[src/rtl/readout_pkg.sv]
// Shared types and width helpers for the readout arbiter.
// READOUT_PARITY_EN appends an even-parity bit to each frame.
package readout_pkg;

  typedef enum logic [1:0] {
    IDLE,
    LOAD,
    SHIFT,
    GAP
  } state_t;

`ifdef READOUT_PARITY_EN
  localparam int PARITY_W = 1;
`else
  localparam int PARITY_W = 0;
`endif

  function automatic int ch_width(input int n);
    return (n < 2) ? 1 : $clog2(n);
  endfunction

  function automatic int frame_width(
    input int ch_w,
    input int data_w
  );
    return ch_w + data_w + PARITY_W;
  endfunction

endpackage

[src/rtl/readout_arbiter_rr.sv]
// Combinational round-robin pick: first requester at or after ptr.
// Module rr_arbiter; the pointer register lives in the parent.
module rr_arbiter
  import readout_pkg::*;
#(
  parameter int N_CH = 8,
  parameter int CH_W = ch_width(N_CH)
) (
  input  logic [N_CH-1:0] req,
  input  logic [CH_W-1:0] ptr,
  output logic [N_CH-1:0] gnt,
  output logic [CH_W-1:0] gnt_idx,
  output logic            gnt_vld
);

  always_comb begin
    gnt     = '0;
    gnt_idx = '0;
    gnt_vld = 1'b0;
    for (int i = 0; i < N_CH; i++) begin
      int k;
      logic [CH_W-1:0] kx;
      k = int'(ptr) + i;
      if (k >= N_CH) k = k - N_CH;
      kx = CH_W'(k);
      if (!gnt_vld && req[kx]) begin
        gnt_vld  = 1'b1;
        gnt[kx]  = 1'b1;
        gnt_idx  = kx;
      end
    end
  end

endmodule

[src/rtl/readout_arbiter.sv]
// Round-robin readout scheduler: grant, ack, load, serialise a tagged frame.
// Define READOUT_PARITY_EN to append an even-parity bit to every frame.
module readout_arbiter
  import readout_pkg::*;
#(
  parameter int N_CH   = 8,
  parameter int DATA_W = 8
) (
  input  logic                   clk,
  input  logic                   rstb,
  input  logic                   enable,
  input  logic [N_CH-1:0]        req,
  input  logic [N_CH*DATA_W-1:0] data,
  output logic [N_CH-1:0]        ack,
  output logic                   sout,
  output logic                   sframe,
  output logic                   busy
);

  localparam int CH_W    = ch_width(N_CH);
  localparam int FRAME_W = frame_width(CH_W, DATA_W);
  localparam int CNT_W   = ch_width(FRAME_W);

  localparam logic [CNT_W-1:0] CNT_LAST = CNT_W'(FRAME_W - 1);
  localparam logic [CH_W-1:0]  CH_LAST  = CH_W'(N_CH - 1);

  state_t             state_q, state_d;
  logic [CH_W-1:0]    ptr_q, ptr_d;
  logic [CH_W-1:0]    gidx_q, gidx_d;
  logic [FRAME_W-1:0] shreg_q, shreg_d;
  logic [CNT_W-1:0]   cnt_q, cnt_d;

  logic [N_CH-1:0]    gnt;
  logic [CH_W-1:0]    gnt_idx;
  logic               gnt_vld;
  logic [DATA_W-1:0]  word;
  logic [FRAME_W-1:0] frame;

  rr_arbiter #(
    .N_CH (N_CH),
    .CH_W (CH_W)
  ) u_rr (
    .req     (req),
    .ptr     (ptr_q),
    .gnt     (gnt),
    .gnt_idx (gnt_idx),
    .gnt_vld (gnt_vld)
  );

  assign word = data[int'(gidx_q)*DATA_W +: DATA_W];

`ifdef READOUT_PARITY_EN
  assign frame = {gidx_q, word, ^{gidx_q, word}};
`else
  assign frame = {gidx_q, word};
`endif

  always_comb begin
    state_d = state_q;
    ptr_d   = ptr_q;
    gidx_d  = gidx_q;
    shreg_d = shreg_q;
    cnt_d   = cnt_q;
    unique case (state_q)
      IDLE: begin
        if (enable && gnt_vld) begin
          state_d = LOAD;
          gidx_d  = gnt_idx;
          ptr_d   = (gnt_idx == CH_LAST) ? '0 : gnt_idx + 1'b1;
        end
      end
      LOAD: begin
        shreg_d = frame;
        cnt_d   = CNT_LAST;
        state_d = SHIFT;
      end
      SHIFT: begin
        shreg_d = shreg_q << 1;
        if (cnt_q == '0) begin
          state_d = GAP;
        end else begin
          cnt_d = cnt_q - 1'b1;
        end
      end
      GAP: begin
        state_d = IDLE;
      end
      default: begin
        state_d = IDLE;
      end
    endcase
  end

  // Outputs are registered from next-state so they line up with the state.
  always_ff @(posedge clk or negedge rstb) begin
    if (!rstb) begin
      state_q <= IDLE;
      ptr_q   <= '0;
      gidx_q  <= '0;
      shreg_q <= '0;
      cnt_q   <= '0;
      ack     <= '0;
      sout    <= 1'b0;
      sframe  <= 1'b0;
      busy    <= 1'b0;
    end else begin
      state_q <= state_d;
      ptr_q   <= ptr_d;
      gidx_q  <= gidx_d;
      shreg_q <= shreg_d;
      cnt_q   <= cnt_d;
      ack     <= (state_q == IDLE && state_d == LOAD) ? gnt : '0;
      sout    <= (state_d == SHIFT) & shreg_d[FRAME_W-1];
      sframe  <= (state_d == SHIFT);
      busy    <= (state_d != IDLE);
    end
  end

endmodule

[config.mk]
export PLATFORM = sky130hd
export DESIGN_NAME = readout_arbiter
export DESIGN_NICKNAME = d
export VERILOG_FILES = /design/src/rtl/readout_pkg.sv /design/src/rtl/readout_arbiter_rr.sv /design/src/rtl/readout_arbiter.sv
export SDC_FILE = /design/constraint.sdc
export NUM_CORES = 1
export LEC_CHECK = 0
export ABC_AREA = 0
export ABC_CLOCK_PERIOD_IN_PS = 3900
export BUFFER_PORTS_ARGS = -buffer_cell sky130_fd_sc_hd__clkbuf_2
export CAP_MARGIN = 5
export CORE_ASPECT_RATIO = 1.5
export CORE_MARGIN = 3
export CORE_UTILIZATION = 49
export CTS_CLUSTER_SIZE = 8
export DETAILED_ROUTE_END_ITERATION = 10
export PLACE_DENSITY = 0.77
export SKIP_CTS_REPAIR_TIMING = 1
export SYNTH_ARGS = -nofsm -noshare
export SYNTH_HDL_FRONTEND = slang
export SYNTH_SLANG_ARGS = --single-unit
[constraint.sdc]
create_clock -name clk -period 3.9 [get_ports clk]
set_clock_uncertainty 0.2 [all_clocks]
set_input_delay 1.17 -clock clk [delete_from_list [all_inputs] [get_ports clk]]
set_output_delay 1.17 -clock clk [all_outputs]
set_load 0.1 [all_outputs]
== Word-level counts from Yosys, hierarchy flattened ==
Index checks and enable logic that the tools add are counted.
Storage, ports and cells
  flip-flop bits (word level): 34
  latch bits: 0
  bits in writable memories: 0
  memory bits (read-only): 0
  output and inout bits: 11
  word-level logic and storage cells: 169
  memories kept: 0
Cells by class
  add/subtract/negate cells: 17
  multiply operators: 0
  divide/modulo/power cells: 0
  magnitude comparators: 24
  eq/ne operators: 7
  shifts and indexed selects: 1
  mux-type cells: 72
  bitwise operators: 8
  reduce and logical (&&, ||, !) cells: 30
Operators with widths (count)
  8-bit two-way mux: 9
  64-bit by 7-bit variable part select with 8-bit output: 1
  8-bit bitwise OR: 7
  3-bit two-way mux: 17
  3-bit by 4-bit less-than comparator with 1-bit output (second input constant): 8
  4-bit >= comparator (second input constant): 7
  1-bit binary-select mux with 3-bit select: 8
  1-bit demux with 3-bit select: 8
  3-bit by 1-bit >= comparator with 1-bit output (second input constant): 8
  1-bit two-way mux: 24
  3-bit by 1-bit subtractor with 3-bit output (second input constant): 8
  11-bit one-hot mux with 2 select lines: 1
  1-bit logical AND: 17
  3-bit by 3-bit adder with 4-bit output (second input constant): 4
  3-bit by 2-bit adder with 4-bit output (second input constant): 2
  2-bit one-hot mux with 4 select lines: 1
  4-bit one-hot mux with 2 select lines: 1
  1-bit zero test: 7
  2-bit == test (second input constant): 3
  3-bit by 1-bit adder with 4-bit output (second input constant): 1
  2-bit by 1-bit == test with 1-bit output (second input constant): 2
  3-bit by 4-bit >= comparator with 1-bit output (second input constant): 1
  4-bit zero test: 1
  2-bit two-way mux: 2
  other kinds (9): 11

== Logic depth before layout (Yosys ltp) ==
Gate-level depths: netlist of run 1.
  depth after elaboration: 32
  gate-level depth with buffers: 17
  gate-level depth less buffers: 13

== Cells and area by module ==
A second synthesis of run 1 with hierarchy kept.
Unflattened totals
  cells, all modules: 305
  area total of the unflattened synthesis: 3194.3 sq um
By module, submodules not included
  readout_arbiter: times used 1, cells an instance 166, area each 1921.8 sq um, sequential area each 825.8 sq um
  rr_arbiter: times used 1, cells an instance 139, area each 1272.5 sq um, sequential area each 0.0 sq um

== Worst setup path before layout of run 1 ==
No wires, ideal clock.
  path kind: register to register
  start: register ptr_q[1]
  end: register ptr_q[2]
  library setup time: 0.142 ns
  arrival time: 3.547 ns
  setup slack: 0.011 ns
  stages on the path, launching flop included: 17
  path buffers: 3
  cell sequence: dfrtp_1 -> buf_6 -> clkinv_1 -> ha_1 -> clkbuf_1 -> clkbuf_8 -> nor2_1 -> a22o_2 -> o21bai_2 -> a21boi_4 -> and2_2 -> o41ai_1 -> nand2_1 -> ha_1 -> ha_1 -> nand2_1 -> o21ai_0
Between the ends
  cells in the longest elaborated chain, start to end: 28
RTL lines
  start, declared: line readout_arbiter.sv:28  | logic [CH_W-1:0] ptr_q, ptr_d;
  start signal, assigned: line readout_arbiter.sv:108  | ptr_q <= ptr_d;
  branches (longest 25 deep; another with 3-bit by 1-bit adder with 4-bit output)
  3-bit two-way mux (*): line readout_arbiter_rr.sv:26  | if (!gnt_vld && req[kx]) begin
  via gnt_idx[1]: line readout_arbiter.sv:34  | logic [CH_W-1:0] gnt_idx;
  3-bit by 1-bit adder with 3-bit output / 3-bit == test (equally long branches): line readout_arbiter.sv:69  | ptr_d = (gnt_idx == CH_LAST) ? '0 : gnt_idx + 1'b1;
  3-bit two-way mux (*): line readout_arbiter.sv:69
Mark *: on every way through the listed nets, which the timed path passes. The select of a mux whose other input is x is not followed.
A chain may end at the register's enable or synchronous reset.

== Worst setup path in the final report of run 1 ==
  start: input port req[4]
  end: register ptr_q[2]
Between the ends
  cells in the longest elaborated chain, start to end: 26
RTL lines
  start, declared: line readout_arbiter.sv:12  | input logic [N_CH-1:0] req,
  1-bit binary-select mux with 3-bit select: line readout_arbiter_rr.sv:26
  1-bit two-way mux (not written as such): line readout_arbiter_rr.sv:26
  1-bit two-way mux: line readout_arbiter_rr.sv:26
  1-bit zero test: line readout_arbiter_rr.sv:26
  1-bit logical AND: line readout_arbiter_rr.sv:26
  1-bit two-way mux: line readout_arbiter_rr.sv:26
  1-bit zero test: line readout_arbiter_rr.sv:26
  1-bit logical AND: line readout_arbiter_rr.sv:26
  (+11 left out)
  1-bit logical AND: line readout_arbiter_rr.sv:26
  1-bit two-way mux: line readout_arbiter_rr.sv:26
  1-bit zero test: line readout_arbiter_rr.sv:26
  1-bit logical AND: line readout_arbiter_rr.sv:26
  3-bit two-way mux (*): line readout_arbiter_rr.sv:26
  via gnt_idx[1]: line readout_arbiter.sv:34
  3-bit by 1-bit adder with 3-bit output / 3-bit == test (equally long branches): line readout_arbiter.sv:69
  3-bit two-way mux (*): line readout_arbiter.sv:69
Mark *: on every way through the listed nets, which the timed path passes. The rest lies on a longest branch. The select of a mux whose other input is x is not followed.

==> results of run 1 <==
cells in the mapped netlist (2+ instances only):
| library cell | n |
|---|---|
| a32o_1 | 3 |
| a31oi_1 | 2 |
| mux2i_1 | 12 |
| clkbuf_8 | 5 |
| a21boi_0 | 2 |
| nand2_1 | 19 |
| xor2_1 | 2 |
| a221oi_1 | 13 |
| a21o_1 | 2 |
| o21ai_0 | 7 |
| mux4_2 | 25 |
| or2_2 | 2 |
| and2_1 | 5 |
| a21boi_4 | 2 |
| mux4_1 | 3 |
| or2_1 | 2 |
| a211oi_1 | 6 |
| a22oi_1 | 5 |
| nand2b_1 | 3 |
| nor3_1 | 8 |
| o31ai_1 | 2 |
| ha_1 | 14 |
| nor2_1 | 29 |
| a22o_1 | 4 |
| nand3_1 | 3 |
| or3_1 | 2 |
| a22o_2 | 2 |
| inv_1 | 10 |
| clkbuf_1 | 10 |
| and3_1 | 2 |
| a21oi_1 | 12 |
| buf_6 | 3 |
| dfrtp_1 | 33 |
| o22ai_1 | 7 |
| mux2_2 | 19 |
power by group:
| part | switching (mW) | internal [mW] | leakage (nW) |
|---|---|---|---|
| sequential | 0.178 | 0.487 | 0.412 |
| clock | 0.126 | 0.123 | 0.0439 |
| combinational | 1.71 | 1.53 | 1.42 |
| total | 2.01 | 2.14 | 1.87 |
stage by stage:
step	TNS [ns]	instance area, sq um	power (mW)
2_1_floorplan	0	3330	2.95
3_3_place_gp	-0.174	4030	3.76
3_5_place_dp	-0.357	4030	3.85
4_1_cts	0	4110	4.11
5_1_grt	-0.00319	4130	4.49
6_report	0	4130	4.15
state kept, by name (all words and copies together) (netlist names):
register and flops:
busy 1, sout 1, shreg_q 10, cnt_q 4, ptr_q 3, sframe 1
state_q 2, ack 8, gidx_q 3
worst min-delay path by stage:
stage | endpoint | depth (start not counted)
final | shreg_q[0] | 1
after global routing | shreg_q[6] | 2
after CTS | shreg_q[0] | 1
after detailed placement | shreg_q[0] | 1
after global placement | shreg_q[0] | 1
after floorplan | shreg_q[0] | 1
cell type report:
type | instances | area share
multi-input cells | 247 | 0.562
flip-flops and latches | 33 | 0.200
repair buffers | 129 | 0.183
well taps | 76 | 0.0230
clock buffers | 5 | 0.0167
inverters | 12 | 0.0109
clock inverters | 3 | 0.00424
cell families after synthesis:
| group | synth area share |
|---|---|
| buffers and inverters | 0.0582 |
| muxes | 0.293 |
| and+or+nand+nor | 0.125 |
| adders and majority gates | 0.0526 |
| xor gates and xnor gates | 0.00789 |
| DFF | 0.248 |
| AOI/OAI and AO/OA | 0.215 |
worst max-delay path, cell delays in order:
cell and delay [ns]:
clkbuf_2 0.14, mux4_2 0.50, mux2_2 0.29, and2b_2 0.24, a21bo_2 0.23, or4_1 0.52, nand2_1 0.09, ha_1 0.15
ha_1 0.22, nand2_1 0.05, o21ai_0 0.07
routing by layer:
metal | GRT usage | share of wire
met1 | 0.277 | 0.37
met4 | 0.120 | 0.034
met5 | 0 | 0
met3 | 0.0272 | 0.036
met2 | 0.456 | 0.56
==> results.rst, run 1 <==
.. list-table::
   :header-rows: 1

   * - Metric
     - Value
   * - Outcome
     - finished, final reports clean
   * - Antenna violations before repair
     - 0
   * - Fraction of post-synthesis cell area in the top cell type by area
     - 0.248
   * - Utilization after layout
     - 0.632
   * - Worst hold path startpoint
     - shreg_q[0]
   * - Maximum clock path buffer count
     - 2
   * - Mean area per synthesized cell
     - around 11 sq um
   * - Data arrival time at the worst-slack endpoint
     - 3.68 ns
   * - Final RePlAce weighted congestion
     - 0.996
   * - Peak clock frequency supported by timing
     - 268 MHz
   * - Total number of yosys warnings
     - 0
   * - Remaining antenna violation count
     - 0
   * - Sinks on Clock Net
     - 33
   * - Number of input and output port buffers inserted
     - 85
   * - Final min period
     - between 3 and 4 ns
   * - Worst hold slack
     - 0.306 ns
   * - Pin count of the biggest net entering global routing
     - 34
   * - Netlist Area Pre-Place
     - 0.00333 sq mm
   * - Clock input transition at the sequential cells of the worst setup and hold paths
     - 0.07 ns
   * - Post-synthesis net count
     - roughly 400
   * - Cell chosen for the clock root
     - clkbuf_8
   * - Vias per std cell
     - around 6
   * - Min-Delay Path Class
     - reg2reg
   * - Sum of net half-perimeters after detailed placement
     - 7.55 mm
   * - Worst slew slack as a fraction of its limit
     - 0.337
   * - Actual slew at the worst max-slew pin
     - 0.995 ns
   * - Post-placement worst setup slack
     - -0.177 ns
   * - Most area-hungry cell type in the Yosys netlist
     - dfrtp_1
   * - First-pass GRT wire length
     - 15.4 mm
   * - Critical path launch point
     - req[4]
   * - Register-to-Register Setup Slack
     - 0.28 ns
   * - RR Endpoint
     - ptr_q[2]
   * - P per Cell Area
     - 1010 mW/mm^2
   * - GR Util All Layers
     - 0.249
   * - Nets
     - between 500 and 600
   * - Reported max-cap violation count
     - 0
   * - Num CTS Buffers
     - 5
   * - Number of failing setup endpoints in the final timing report
     - 0
   * - Total global routing overflow
     - 0
   * - Clock network latency to the later pin of the worst-skew pair
     - 0.29 ns
   * - Diodes inserted
     - 0
   * - Vias in the first global route
     - 3,288
   * - Post-synth EDFFs
     - 0
   * - I/O pin cnt
     - 86
   * - Sequential cell area
     - 826 sq um
   * - R2R cell count
     - 11
   * - Number of distinct library cell variants in the gate-level netlist after synthesis
     - 67
   * - Total Wirelength
     - between 9 and 10 mm
   * - Core ar.
     - 0.00653 sq mm
   * - Die boundary width
     - 73.3 um
   * - Largest fanout on the critical path
     - 8
   * - Height of the die
     - 107 um
   * - Gate Count Post-Synth
     - 312
   * - Vias after detailed routing
     - 3,091
   * - Fraction of final layout cells sized beyond drive strength 1
     - 0.476
   * - Element type at the critical path start
     - input pin
   * - Worst EP required
     - 3.85 ns
   * - Fraction of registers with async set or reset after synthesis
     - 1.00
   * - Initial standard-cell utilization of the core
     - 0.510
   * - Last element of the critical path
     - ptr_q[2]
   * - Post-route non-filler standard cell count
     - 505
   * - Footprint of the multi-input gates
     - 0.00232 sq mm
   * - Fill cell total of the finished layout
     - around 520
   * - Type of the worst setup path
     - in2reg
   * - First-pass iteration count of the detailed router
     - 5
   * - CTS tree
     - done
   * - Final-report hold violation count
     - 0
   * - Row cnt
     - 36
   * - Worst r2r src
     - ptr_q[0]
   * - Iter 0 DRT Violations
     - around 200
   * - H-tree depth
     - 2
   * - DP Cell Count
     - 496
   * - Register area share after synthesis
     - 0.248
   * - Worst Slack Setup Final
     - between 0.15 and 0.2 ns
   * - Cell leakage power
     - approximately 1.9 nW
   * - Capturing element type of the critical path
     - register
   * - Routed length per placed instance
     - 18.4 um
   * - VDD IR-drop max
     - 560 uV
   * - Residual DRC count
     - 0
   * - Area overhead of the layout relative to synthesis
     - 24.0%
   * - Flop and latch count out of synthesis
     - 33
   * - Max Slew Vio Count
     - 0
   * - Most used cells in the layout excluding fill and tap cells
     - clkbuf_2 (85), buf_4 (44), dfrtp_1 (33)
   * - Most common library cell in the layout ignoring fill and taps
     - clkbuf_2
   * - Post-route fraction of the period consumed by the critical path
     - 0.958
   * - Largest cells by area after synthesis
     - dfrtp_1 (25%), mux4_2 (17%), mux2_2 (6.4%), ha_1 (5.3%), mux2i_1 (3.6%)
   * - Die Outline Area
     - 0.00784 sq mm
   * - Primary FF master, synth
     - dfrtp_1
Note: power is estimated with default switching activity, not from simulation.
==> inputs of run 2 (changes only) <==
--- a/config.mk
+++ b/config.mk
@@ -8,12 +8,12 @@
 export ABC_AREA = 0
 export ABC_CLOCK_PERIOD_IN_PS = 3900
 export BUFFER_PORTS_ARGS = -buffer_cell sky130_fd_sc_hd__clkbuf_2
-export CAP_MARGIN = 5
 export CORE_ASPECT_RATIO = 1.5
 export CORE_MARGIN = 3
 export CORE_UTILIZATION = 49
 export CTS_CLUSTER_SIZE = 8
 export DETAILED_ROUTE_END_ITERATION = 10
+export MAX_ROUTING_LAYER = met4
 export PLACE_DENSITY = 0.77
 export SKIP_CTS_REPAIR_TIMING = 1
 export SYNTH_ARGS = -nofsm -noshare
==> run 2 against run 1 <==
Register-to-register slack worse by 0.07 ns; routed wire length grew 2.2%; sequential power is essentially flat; cell count rose by 0.79%; flip-flop and latch count is the same; largest cell class unchanged.
==> results.rst, run 2 (synthesis gave the netlist of run 1 again) <==
.. list-table::
   :header-rows: 1

   * - Metric
     - Value
   * - Sum of net half-perimeters after detailed placement
     - 7.74 mm (+2.6%)
   * - Cell leakage power
     - 1.91 nW (+1.9%)
   * - Initial standard-cell utilization of the core
     - 0.510 (unchanged)
   * - Sequential cell area
     - 826 sq um (unchanged)
   * - Residual DRC count
     - 0 (unchanged)
   * - Capturing element type of the critical path
     - register
   * - Remaining antenna violation count
     - 0 (unchanged)
   * - Row cnt
     - 36 (unchanged)
   * - Instance area after placement
     - 0.00405 sq mm (+0.56%)
   * - Cell chosen for the clock root
     - clkbuf_8
   * - Fraction of final layout cells sized beyond drive strength 1
     - 0.483 (+0.00715)
   * - Min-Delay Path Class
     - reg2reg
   * - Met3 track demand over resource in global routing
     - 0.0272 (unchanged)
   * - Nets
     - 521 (+0.77%)
   * - H-tree depth
     - 2 (unchanged)
   * - Number of failing setup endpoints in the final timing report
     - 0 (unchanged)
   * - Maximum clock path buffer count
     - 2 (unchanged)
   * - Grt met2 use
     - 0.468 (+0.0115)
   * - Outcome
     - finished, final reports clean
   * - Register-to-Register Setup Slack
     - 0.21 ns (-0.07 ns)
   * - Vias after detailed routing
     - 3,141 (+1.6%)
   * - Die boundary width
     - 73.3 um (unchanged)
   * - Clock network latency to the later pin of the worst-skew pair
     - 0.28 ns (about the same)
   * - P per Cell Area
     - 1030 mW/mm^2 (+2.7%)
   * - Actual slew at the worst max-slew pin
     - 0.966 ns (-0.0296 ns)
   * - Largest register by flop count
     - shreg_q
   * - Clock input transition at the sequential cells of the worst setup and hold paths
     - 0.07 ns (about the same)
   * - Total Wirelength
     - 9.51 mm (+2.2%)
   * - Core ar.
     - 0.00653 sq mm (unchanged)
   * - First-pass iteration count of the detailed router
     - 4 (-1)
   * - First-pass GRT wire length
     - 15.9 mm (+3.0%)
   * - Final Instance Area
     - 0.00420 sq mm (+1.7%)
   * - Routed length per placed instance
     - 18.7 um (+1.4%)
   * - GR Util All Layers
     - 0.265 (+0.0154)
   * - Utilization after layout
     - 0.643 (+0.0109)
   * - Pin count of the biggest net entering global routing
     - 34 (unchanged)
   * - Height of the die
     - 107 um (unchanged)
   * - Worst hold slack
     - 0.315 ns (+0.00833 ns)
   * - Max reg flops
     - 10 (unchanged)
   * - Total global routing overflow
     - 0 (unchanged)
   * - Diodes inserted
     - 0 (unchanged)
   * - Sinks on Clock Net
     - 33 (unchanged)
   * - Final min period
     - 3.78 ns (+0.0471 ns)
   * - Worst EP required
     - 3.84 ns (about the same)
   * - Final-report hold violation count
     - 0 (unchanged)
   * - CTS tree
     - done
   * - Max Slew Vio Count
     - 0 (unchanged)
   * - I/O pin cnt
     - 86 (unchanged)
   * - Worst slew slack as a fraction of its limit
     - 0.356 (+0.0197)
   * - VDD IR-drop max
     - 560 uV (+0.13%)
   * - Antenna violations before repair
     - 0 (unchanged)
   * - Die Outline Area
     - 0.00784 sq mm (unchanged)
   * - Peak clock frequency supported by timing
     - 264 MHz (-1.2%)
   * - Reported max-cap violation count
     - 0 (unchanged)
   * - Num CTS Buffers
     - 5 (unchanged)
   * - Most common library cell in the layout ignoring fill and taps
     - clkbuf_2
   * - Setup_tns
     - 0 ns (unchanged)
   * - Fill cell total of the finished layout
     - 509 (-2.3%)
   * - Most used cells in the layout excluding fill and tap cells
     - clkbuf_2 (80), buf_4 (48), dfrtp_1 (33)
   * - Met1 global-route usage
     - 0.289 (+0.0116)
   * - Top flop regs
     - shreg_q (10), ack (8), cnt_q (4)
   * - Final RePlAce weighted congestion
     - 0.987 (-0.92%)
   * - Data arrival time at the worst-slack endpoint
     - 3.73 ns (+0.05 ns)
   * - Area overhead of the layout relative to synthesis
     - 26.1%
   * - Element type at the critical path start
     - input pin
   * - Number of input and output port buffers inserted
     - 85 (unchanged)
   * - Type of the worst setup path
     - in2reg
   * - Largest fanout on the critical path
     - 9 (+1)
   * - Vias in the first global route
     - 3,355 (+2.0%)
   * - Most Used Layer, Global Route
     - met2
   * - Footprint of the multi-input gates
     - 0.00233 sq mm (+0.38%)
   * - Post-route fraction of the period consumed by the critical path
     - 0.970 (+0.0121)
   * - Iter 0 DRT Violations
     - 182 (-10%)
   * - Vias per std cell
     - 6.17 (+0.82%)
## run 2: path summary, 6_finish.rpt
check / startpoint / end / cells after the start
hold / removal: shreg_q[6] / shreg_q[6] / 2
hold reg to reg: shreg_q[6] / shreg_q[6] / 2
max in group asynchronous: rstb / state_q[0] / 1
setup / recovery: req[0] / ptr_q[2] / 12
setup reg to reg: ptr_q[0] / ptr_q[2] / 12
min in group asynchronous: rstb / shreg_q[2] / 1
## run 2: worst max-delay path: stages
cell	delay, ns
buf_2	0.14
mux4_2	0.50
mux2_4	0.28
buf_4	0.14
or3_4	0.37
a21oi_4	0.17
nor2_2	0.06
o311ai_2	0.31
ha_2	0.23
ha_1	0.22
nand2_1	0.06
o21ai_1	0.06
## run 2: metrics by stage
stage                     std cells  total power [mW]  setup WS [ns]
after floorplan                 312              2.95         0.0111
after global placement          499              3.81         -0.117
after detailed placement        499              3.92         -0.152
after CTS                       507              4.26         0.0506
after global routing            509              4.69        -0.0578
final                           509              4.33          0.116
## run 2: per-layer routing
metal | vias up | wire (um) | part of all wire
met5 | - | 0 | 0
met4 | 0 | 480 | 0.050
met3 | 40 | 283 | 0.030
met2 | 102 | 5290 | 0.56
met1 | 1528 | 3460 | 0.36
li1 | 1471 | - | -
## run 2: layout make-up
cell class	count	share of cell area
clock buffers	7	0.0206
repair buffers	133	0.188
inverters	12	0.0107
flip-flops and latches	33	0.197
clock inverters	1	0.00715
well taps	76	0.0226
multi-input cells	247	0.555
## run 2: power breakdown
part	switching (mW)	total, mW	internal [mW]
Sequential	0.178	0.665	0.487
Clock	0.119	0.327	0.208
Combinational	1.74	3.34	1.60
Total	2.04	4.33	2.30
==> inputs of run 3 (changes only) <==
--- a/config.mk
+++ b/config.mk
@@ -6,15 +6,15 @@
 export NUM_CORES = 1
 export LEC_CHECK = 0
 export ABC_AREA = 0
-export ABC_CLOCK_PERIOD_IN_PS = 3900
+export ABC_CLOCK_PERIOD_IN_PS = 4700
 export BUFFER_PORTS_ARGS = -buffer_cell sky130_fd_sc_hd__clkbuf_2
 export CORE_ASPECT_RATIO = 1.5
 export CORE_MARGIN = 3
-export CORE_UTILIZATION = 49
+export CORE_UTILIZATION = 58
 export CTS_CLUSTER_SIZE = 8
 export DETAILED_ROUTE_END_ITERATION = 10
 export MAX_ROUTING_LAYER = met4
-export PLACE_DENSITY = 0.77
+export PLACE_DENSITY = 0.85
 export SKIP_CTS_REPAIR_TIMING = 1
 export SYNTH_ARGS = -nofsm -noshare
 export SYNTH_HDL_FRONTEND = slang
==> constraint.sdc (replaced) <==
create_clock -name clk -period 4.7 [get_ports clk]
set_clock_uncertainty 0.2 [all_clocks]
set_input_delay 1.41 -clock clk [delete_from_list [all_inputs] [get_ports clk]]
set_output_delay 1.41 -clock clk [all_outputs]
set_load 0.1 [all_outputs]
==> run 3 against run 2 <==
Cell count decreased by 9.4%; clock power decreased by 36%; via count fell by 5.3%; sequential share of layout area rose by 1.9 points; design area decreased by 8.9%; worst hold slack gained 0.0021 ns; core utilization up 4.8 points; power decreased by 29%; flip-flop and latch count unchanged; non-clock buffer count shrank 42; routed wire length shrank 6.2%; global-route usage is 3.3 points higher.
==> results.rst, run 3 (synthesis gave the netlist of run 1 again) <==
.. list-table::
   :header-rows: 1

   * - Metric
     - Value
   * - Vias after detailed routing
     - 2,976 (-5.3%)
   * - Capturing element type of the critical path
     - register
   * - Max Slew Vio Count
     - 0 (unchanged)
   * - Worst Slack Setup Final
     - 0.517 ns (+0.401 ns)
   * - Final Instance Area
     - 0.00383 sq mm (-8.9%)
   * - Top cell family by delay on the critical path
     - multiplexers
   * - Vias in the first global route
     - 3,092 (-7.8%)
   * - First-pass iteration count of the detailed router
     - 4 (unchanged)
   * - Setup_tns
     - 0 ns (unchanged)
   * - Type of the worst setup path
     - in2reg
   * - Peak clock frequency supported by timing
     - 239 MHz
   * - H-tree depth
     - 2 (unchanged)
   * - First-pass GRT wire length
     - 15.0 mm (-5.6%)
   * - Design Power
     - 3.07 mW (-29%)
   * - Number of buffers and inverters on the critical path
     - 1 (-1)
   * - I/O pin cnt
     - 86 (unchanged)
   * - Fraction of final layout cells sized beyond drive strength 1
     - 0.419 (-0.0632)
   * - GR Util All Layers
     - 0.298 (+0.0331)
   * - Sinks on Clock Net
     - 33 (unchanged)
   * - Pin count of the biggest net entering global routing
     - 34 (unchanged)
   * - Element type at the critical path start
     - input pin
   * - Cell leakage power
     - 1.68 nW (-12%)
   * - Largest fanout on the critical path
     - 11 (+2)
   * - Outcome
     - finished, final reports clean
   * - Final RePlAce weighted congestion
     - 0.900 (-8.8%)
   * - VDD IR-drop max
     - 522 uV (-6.8%)
   * - Min-Delay Path Class
     - reg2reg
   * - Psw
     - 1.57 mW (-23%)
   * - Post-placement worst setup slack
     - 0.229 ns (+0.381 ns)
   * - Area overhead of the layout relative to synthesis
     - 14.9%
   * - Clock network fraction of total power
     - 0.068 (-0.008)
   * - Die boundary width
     - 67.9 um (-7.4%)
   * - Worst hold slack
     - 0.317 ns (+0.00215 ns)
   * - Proportion of power drawn by combinational gates
     - 0.748 (-0.023)
   * - Residual DRC count
     - 0 (unchanged)
   * - Slowest stage cell, crit path
     - mux4_1
   * - Largest register by flop count
     - shreg_q
   * - Maximum clock path buffer count
     - 2 (unchanged)
   * - Nets
     - 479 (-8.1%)
   * - Sum of net half-perimeters after detailed placement
     - 7.16 mm (-7.5%)
   * - P per Cell Area
     - 803 mW/mm^2 (-22%)
   * - Data arrival time at the worst-slack endpoint
     - 4.13 ns (+0.40 ns)
   * - Total global routing overflow
     - 0 (unchanged)
   * - Actual slew at the worst max-slew pin
     - 0.983 ns (+0.0175 ns)
   * - Die Outline Area
     - 0.00671 sq mm (-14%)
   * - Antenna violations before repair
     - 0 (unchanged)
   * - Instance area after placement
     - 0.00374 sq mm (-7.6%)
   * - Slowest stage delay, CP
     - 0.55 ns (+0.05 ns)
   * - Vias per std cell
     - 6.46 (+4.6%)
   * - Clock network latency to the later pin of the worst-skew pair
     - 0.29 ns (about the same)
   * - Row cnt
     - 33 (-8.3%)
   * - Height of the die
     - 98.8 um (-7.6%)
   * - Remaining antenna violation count
     - 0 (unchanged)
   * - Critical path, cell by cell
     - clkbuf_2 -> mux4_1 -> mux2_2 -> or3_4 -> a21oi_4 -> nor2_1 -> o311ai_2 -> ha_1 -> ha_1 -> nand2_1 -> o21ai_0
   * - Clock input transition at the sequential cells of the worst setup and hold paths
     - 0.07 ns (about the same)
   * - Final min period
     - 4.18 ns
   * - Cell chosen for the clock root
     - clkbuf_8
   * - Setup repair after global routing missed its margin
     - no
   * - Cell internal power dissipation
     - 1.50 mW (-35%)
   * - Iter 0 DRT Violations
     - 148 (-19%)
   * - Total Wirelength
     - 8.92 mm (-6.2%)
   * - Cell repeated most along the worst path
     - ha_1
   * - Routed length per placed instance
     - 19.3 um (+3.5%)
   * - Max reg flops
     - 10 (unchanged)
   * - Most common library cell in the layout ignoring fill and taps
     - clkbuf_2
   * - Number of input and output port buffers inserted
     - 85 (unchanged)
   * - Reg power frac
     - 0.185 (+0.032)
   * - Diodes inserted
     - 0 (unchanged)
   * - Worst EP required
     - 4.65 ns (+0.81 ns)
   * - Sw Ratio
     - 0.511 (+0.0411)
   * - Most used cells in the layout excluding fill and tap cells
     - clkbuf_2 (85), dfrtp_1 (33), nor2_1 (29)
   * - CTS tree
     - done
   * - Post-route fraction of the period consumed by the critical path
     - 0.890
   * - Worst slew slack as a fraction of its limit
     - 0.345 (-0.0117)
   * - Reported max-cap violation count
     - 0 (unchanged)
   * - Initial standard-cell utilization of the core
     - 0.602 (+0.0920)
   * - Number of failing setup endpoints in the final timing report
     - 0 (unchanged)
   * - Core ar.
     - 0.00553 sq mm (-15%)
   * - Final-report hold violation count
     - 0 (unchanged)
   * - Top flop regs
     - shreg_q (10), ack (8), cnt_q (4)
   * - Num CTS Buffers
     - 5 (unchanged)
[run 3: cell count changes in the layout (fill, tap and decap cells not counted), sizes merged]
cell,before,now
bufinv,1,0
clkinv,1,3
clkbuf,88,90
clkinvlp,0,1
buf,52,6
[run 3: path summary, 6_finish.rpt]
path                       startpoint    endpoint  slack [ns]  cells past startpoint
max reg2reg                  ptr_q[0]    ptr_q[2]        0.59                     13
max in group asynchronous        rstb    cnt_q[2]        2.79                      1
max                            req[3]    ptr_q[2]        0.52                     11
min in group asynchronous        rstb  shreg_q[2]        1.00                      1
min reg2reg                shreg_q[2]  shreg_q[2]        0.32                      2
min                        shreg_q[2]  shreg_q[2]        0.32                      2
[run 3: worst reg2reg max path, stage by stage (launching register included)]
cell and delay, ns:
dfrtp_1 0.42, inv_2 0.12, ha_1 0.67, mux4_2 0.40
mux2_2 0.21, and2b_2 0.25, a21boi_4 0.18, and2_2 0.26
o41ai_1 0.53, nand2_1 0.12, ha_1 0.20, ha_1 0.27
nand2_1 0.05, o21ai_0 0.08
[run 3: per-layer routing]
layer,part of all wire,vias up,track usage
li1,-,1385,-
met1,0.36,1489,0.316
met2,0.58,81,0.537
met3,0.038,21,0.0399
met4,0.030,0,0.116
met5,0,-,-
[run 3: layout make-up]
cell class,instances,area [sq um]
Multi-Input combinational cell,247,2310
Fill cell,455,1710
Sequential cell,33,826
Timing Repair Buffer,91,470
Tap cell,70,87.6
Clock buffer,5,68.8
Inverter,12,45.0
Clock inverter,3,17.5
[run 3: stage by stage]
| stage | utilization | std cells |
|---|---|---|
| 2_1_floorplan | - | 312 |
| 3_3_place_gp | 0.676 | 453 |
| 3_5_place_dp | 0.676 | 453 |
| 4_1_cts | 0.692 | 461 |
| 5_1_grt | 0.692 | 461 |
| 6_report | 0.692 | 461 |
[run 3: power by group through the flow]
stage / clock network, mW / registers (mW) / logic (mW)
6_report: 0.208 / 0.567 / 2.30
5_1_grt: 0.225 / 0.592 / 2.53
4_1_cts: 0.211 / 0.570 / 2.29
3_5_place_dp: 0 / 0.572 / 2.28
3_3_place_gp: 0 / 0.564 / 2.22
2_1_floorplan: 0 / 0.619 / 1.83
